**config.mk**
```make
export PLATFORM = sky130hd
export DESIGN_NAME = riscv_test_monitor
export DESIGN_NICKNAME = d
export VERILOG_FILES = /design/src/rtl/riscv_test_monitor.sv
export SDC_FILE = /design/constraint.sdc
export NUM_CORES = 1
export LEC_CHECK = 0
export ABC_AREA = 0
export BUFFER_PORTS_ARGS = -buffer_cell sky130_fd_sc_hd__buf_2
export CORE_MARGIN = 2
export CORE_UTILIZATION = 53
export CTS_BUF_LIST = sky130_fd_sc_hd__clkbuf_8
export CTS_CLUSTER_SIZE = 12
export DETAILED_ROUTE_END_ITERATION = 8
export MAX_ROUTING_LAYER = met4
export PLACE_DENSITY = 0.82
export SLEW_MARGIN = 5
export SYNTH_ARGS = -nofsm -noshare
export SYNTH_HDL_FRONTEND = slang
export SYNTH_SLANG_ARGS = --single-unit
```
**constraint.sdc**
```tcl
create_clock -name clk -period 3.85 [get_ports clk]
set_input_delay 0.1925 -clock clk [delete_from_list [all_inputs] [get_ports clk]]
set_output_delay 0.1925 -clock clk [all_outputs]
set_load 0.05 [all_outputs]
```
**src/rtl/riscv_test_monitor.sv**
```systemverilog
// riscv_test_monitor: watches retiring PC and gp (x3) of the core, latches a
// sticky PASS/FAIL/TIMEOUT verdict when the test-end PC retires or the cycle
// budget runs out, and counts RUN cycles and retired instructions.
module riscv_test_monitor #(
  parameter int                  XLEN           = 32,
  parameter logic [XLEN-1:0]     END_PC         = 32'h44,
  parameter int                  TIMEOUT_CYCLES = 5000
) (
  input  logic              clk,
  input  logic              rst,
  input  logic              start,
  input  logic              retire,
  input  logic [XLEN-1:0]   retire_pc,
  input  logic [XLEN-1:0]   gp_value,
  output logic              running,
  output logic              done,
  output logic              done_pulse,
  output logic              pass,
  output logic              fail,
  output logic              timeout,
  output logic [XLEN-2:0]   fail_test_num,
  output logic [31:0]       cycle_count,
  output logic [31:0]       retired_count
);

  typedef enum logic [2:0] {
    ST_IDLE    = 3'd0,
    ST_RUN     = 3'd1,
    ST_PASS    = 3'd2,
    ST_FAIL    = 3'd3,
    ST_TIMEOUT = 3'd4
  } state_t;

  // cycle_count value on which the final allowed RUN edge occurs
  localparam logic [31:0] TIMEOUT_LAST = 32'(TIMEOUT_CYCLES - 1);
  localparam logic [31:0] CNT_MAX      = 32'hFFFF_FFFF;
  localparam logic [XLEN-1:0] GP_PASS  = {{(XLEN-1){1'b0}}, 1'b1};

  state_t            state_q, state_d;
  logic              running_q, running_d;
  logic              done_q, done_d;
  logic              done_pulse_q, done_pulse_d;
  logic              pass_q, pass_d;
  logic              fail_q, fail_d;
  logic              timeout_q, timeout_d;
  logic [XLEN-2:0]   fail_test_num_q, fail_test_num_d;
  logic [31:0]       cycle_count_q, cycle_count_d;
  logic [31:0]       retired_count_q, retired_count_d;

  logic              end_hit;
  logic [31:0]       cycle_inc;
  logic [31:0]       retired_inc;

  // Saturating increments and end-of-test detection
  always_comb begin
    end_hit     = retire && (retire_pc == END_PC);
    cycle_inc   = (cycle_count_q == CNT_MAX) ? cycle_count_q : cycle_count_q + 32'd1;
    retired_inc = (retired_count_q == CNT_MAX) ? retired_count_q : retired_count_q + 32'd1;
  end

  // Next-state and registered-output logic; start always wins over a hit
  always_comb begin
    state_d         = state_q;
    done_d          = done_q;
    done_pulse_d    = 1'b0;
    pass_d          = pass_q;
    fail_d          = fail_q;
    timeout_d       = timeout_q;
    fail_test_num_d = fail_test_num_q;
    cycle_count_d   = cycle_count_q;
    retired_count_d = retired_count_q;

    case (state_q)
      ST_IDLE: begin
        if (start) begin
          state_d         = ST_RUN;
          cycle_count_d   = 32'd0;
          retired_count_d = 32'd0;
        end
      end
      ST_RUN: begin
        if (start) begin
          cycle_count_d   = 32'd0;
          retired_count_d = 32'd0;
        end else begin
          cycle_count_d = cycle_inc;
          if (retire) begin
            retired_count_d = retired_inc;
          end
          if (end_hit) begin
            done_d       = 1'b1;
            done_pulse_d = 1'b1;
            if (gp_value == GP_PASS) begin
              state_d = ST_PASS;
              pass_d  = 1'b1;
            end else begin
              state_d         = ST_FAIL;
              fail_d          = 1'b1;
              fail_test_num_d = gp_value[XLEN-1:1];
            end
          end else if (cycle_count_q == TIMEOUT_LAST) begin
            state_d      = ST_TIMEOUT;
            timeout_d    = 1'b1;
            done_d       = 1'b1;
            done_pulse_d = 1'b1;
          end
        end
      end
      ST_PASS, ST_FAIL, ST_TIMEOUT: begin
        // Terminal: counters frozen, only a new start leaves
        if (start) begin
          state_d         = ST_RUN;
          done_d          = 1'b0;
          pass_d          = 1'b0;
          fail_d          = 1'b0;
          timeout_d       = 1'b0;
          fail_test_num_d = '0;
          cycle_count_d   = 32'd0;
          retired_count_d = 32'd0;
        end
      end
      default: begin
        state_d = ST_IDLE;
      end
    endcase

    running_d = (state_d == ST_RUN);
  end

  // State and output registers with asynchronous reset
  always_ff @(posedge clk or posedge rst) begin
    if (rst) begin
      state_q         <= ST_IDLE;
      running_q       <= 1'b0;
      done_q          <= 1'b0;
      done_pulse_q    <= 1'b0;
      pass_q          <= 1'b0;
      fail_q          <= 1'b0;
      timeout_q       <= 1'b0;
      fail_test_num_q <= '0;
      cycle_count_q   <= 32'd0;
      retired_count_q <= 32'd0;
    end else begin
      state_q         <= state_d;
      running_q       <= running_d;
      done_q          <= done_d;
      done_pulse_q    <= done_pulse_d;
      pass_q          <= pass_d;
      fail_q          <= fail_d;
      timeout_q       <= timeout_d;
      fail_test_num_q <= fail_test_num_d;
      cycle_count_q   <= cycle_count_d;
      retired_count_q <= retired_count_d;
    end
  end

  assign running       = running_q;
  assign done          = done_q;
  assign done_pulse    = done_pulse_q;
  assign pass          = pass_q;
  assign fail          = fail_q;
  assign timeout       = timeout_q;
  assign fail_test_num = fail_test_num_q;
  assign cycle_count   = cycle_count_q;
  assign retired_count = retired_count_q;

endmodule
```
==> results.yml <==
finish:
  layout.cells.most_common: "sky130_fd_sc_hd__buf_2"
  most-common-layout-cells: "sky130_fd_sc_hd__buf_2 (168), sky130_fd_sc_hd__dfrtp_1 (104), sky130_fd_sc_hd__nor2_1 (52), sky130_fd_sc_hd__o21ai_0 (52), sky130_fd_sc_hd__nand2_1 (40)"
  num-nets-final: 786
  antenna_cells: 0
  seq_area_sq_mm: 0.00260
  layout_cell_share_with_drive_strength_beyond_1: 0.295
  fin_cells: 854
  syn_to_final_growth_pct: 21.6
  n_fill_cell: 830
  multi_input_comb_area_sq_mm: 0.00262
power_and_ir_drop:
  total_power_uw: 2240
  power.leakage_uw: 0.00317
  ir_worst_vdd_mv: 0.232
  power.density_cell_area_mw_per_mm2: 341
logic_synthesis:
  synth.top_cells.by_area: "sky130_fd_sc_hd__dfrtp_1 (48%), sky130_fd_sc_hd__a22o_1 (5.0%), sky130_fd_sc_hd__o21ai_0 (4.8%), sky130_fd_sc_hd__nor2_1 (3.7%), sky130_fd_sc_hd__nand4_1 (3.2%)"
  synth-edff-count: 0
  syn-cell-area_sq_mm: 0.00540
  synth_area_per_cell_sq_um: 9.66
  synth_top_area_frac: 0.482
  yosys_warnings: 0
  synth.ff_latch_count: 104
  synth_sequential_area_ratio: 0.482
  postSynthCellCount: 559
  async_flop_share: 1.00
  net_count_after_synthesis: 629
  primary_flip_flop_cell_chosen_by_synthesis_mapping: "sky130_fd_sc_hd__dfrtp_1"
  synth.largest_area_cell: "sky130_fd_sc_hd__dfrtp_1"
  post_synth_num_cell_types: 56
clock_network:
  clock_sink_count: 104
  post_cts.resized_instances: 0
  cts-root-to-sink-buffers: 2
  tritoncts.num_buffers: 9
  clk_root_buffer_cell: "sky130_fd_sc_hd__clkbuf_8"
  hold_buffers: 0
  clkLatencyLatePin_ps: 380
  cts.repair_timing.setup_buffer_count: 0
  clk_pin_slew_ps: 100
  cts_htree_levels: 3
  tritoncts: "built"
global_routing:
  grt_overflow: 0
  vias_in_the_first_global_route: 4881
  grt_max_degree: 77
  grt_antenna_before_repair: 0
  grt_pass1_wl_mm: 24.0
  gr-usage-all-layers: 0.275
place:
  place_ws_ps: 1180
  io_buffers: 168
  post-place-cells: 838
  gpl.final_weighted_congestion: 0.851
  hpwlAfterDp_mm: 10.5
detailed_routing:
  totalWireLength_mm: 14.7
  vias: 5172
  detail-route-antenna-nets: 0
  first_iter_violations: 352
  drt-pass1-iter-count: 5
  drt-vias-per-instance: 6.06
  wl_per_cell_um: 17.2
  post-route-drc-count: 0
flow_run:
  timing.max_cap.violations: 0
die:
  die_area_sq_mm: 0.0110
  starting_density_of_the_core: 0.550
  design.portCount: 169
  std_cell_rows: 36
  core_area_sq_mm: 0.00982
  die_height_um: 105
  die_width_um: 105
timing:
  timing.setup.tns_ps: 0
  report.final.slew_viol_count: 0
  tightestPinTransition_ps: 1000
  slew_headroom: 0.331
  finalWorstSetupSlack_ps: 1120
  fin_skew_ps: 14.6
  finalCriticalPeriod_ps: 2730
  grt_setup_unrepaired: "no"
  finalHoldViolations: 0
  final_period_util: 0.709
  setup_viol: 0
  max_freq_mhz: 366
setup_path:
  timing.critical_path.fanout_max: 14
  critical_path.cell_chain: "ha_1 -> nand3_1 -> nor4_4 -> and4_1 -> nor2_1 -> nand2_1 -> o31ai_1"
  worstSetupStartpointType: "flip-flop"
  critical_path.endpoint_type: "flip-flop"
  worst-endpoint-arrival_ps: 3000
  slowest_delay_ps: 800
  category_of_cells_accounting_for_the_largest_share_of_critical_path_delay: "simple AND/OR/NAND/NOR gates"
  path_class: "flip-flop to flip-flop"
  cp.required_ps: 4120
  regToRegSetupSlack_ps: 1120
  cell_with_the_largest_stage_delay_on_the_worst_path: "sky130_fd_sc_hd__nor2_1"
  worstPathBufferInverterCount: 0
outcome:
  outcome: "complete, no violations"
hold_path:
  hp-class: "input port to async pin"
## worst paths after layout
check	from	to	cells past startpoint
worst max-delay path	cycle_count[0]	cycle_count[11]	7
worst min-delay path	rst	fail_test_num[26]	2
worst max register to register	cycle_count[0]	cycle_count[11]	7
worst min register to register	fail_test_num[3]	fail_test_num[3]	1
max in group asynchronous	rst	state_q[2]	3
min in group clk	gp_value[10]	fail_test_num[9]	2
## kinds of logic (layout without fill, tap and decap cells)
family / after synthesis / in the layout / share of synthesized area
simple gates: 247 / 247 / 0.265
compound gates: 142 / 142 / 0.171
flops: 104 / 104 / 0.482
buf+inv: 39 / 201 / 0.0354
xor+xnor: 21 / 21 / 0.0341
mux: 4 / 4 / 0.00788
fa+ha+maj: 2 / 2 / 0.00463
## where the power goes
group / internal [uW] / total, uW / switching [uW]
clock: 494 / 872 / 378
sequential: 1110 / 1130 / 20.8
combinational: 68.8 / 239 / 170
## Yosys cell counts, drive strengths merged, types with 3 or more instances
library cell / number
nor4b: 7
a22o: 31
inv: 13
xor2: 15
or3: 14
a311oi: 3
buf: 12
o21a: 4
nand2: 40
dfrtp: 104
a31oi: 8
and4: 11
or4: 9
a21oi: 25
nor3: 10
nor2: 53
o31ai: 4
nand2b: 5
and3: 10
xnor2: 6
and2: 6
or2: 5
o21ai: 54
nand4: 29
nor4: 21
nand3: 24
clkbuf: 14
## metrics by stage
stage,instance area [sq um],hold slack [ps],util
after floorplan,5400,325,-
after global placement,6310,425,0.642
after detailed placement,6310,430,0.642
after CTS,6570,34.6,0.669
after global routing,6570,43.8,0.669
final,6570,17.2,0.669
## registers in the layout, indices dropped and copies added (netlist names)
name           cells
done_pulse         1
state_q            3
retired_count     32
running            1
done               1
fail               1
pass               1
fail_test_num     31
cycle_count       32
timeout            1
## final cells by class
cell class                 instances  area share
timing repair buffer             172       0.133
clock inverter                     7      0.0208
inverter                          13     0.00781
tap                              133      0.0253
multi-input combinational        416       0.398
sequential                       104       0.396
clock buffer                       9      0.0189
## metal layers
metal  vias up  track usage  wire length (um)
li1       2406            -                 -
met1      2522        0.367              6190
met2       225        0.436              7270
met3        19       0.0499              1020
met4         0       0.0724               199
met5         -            -                 0
(Power assumes the default switching activity.)
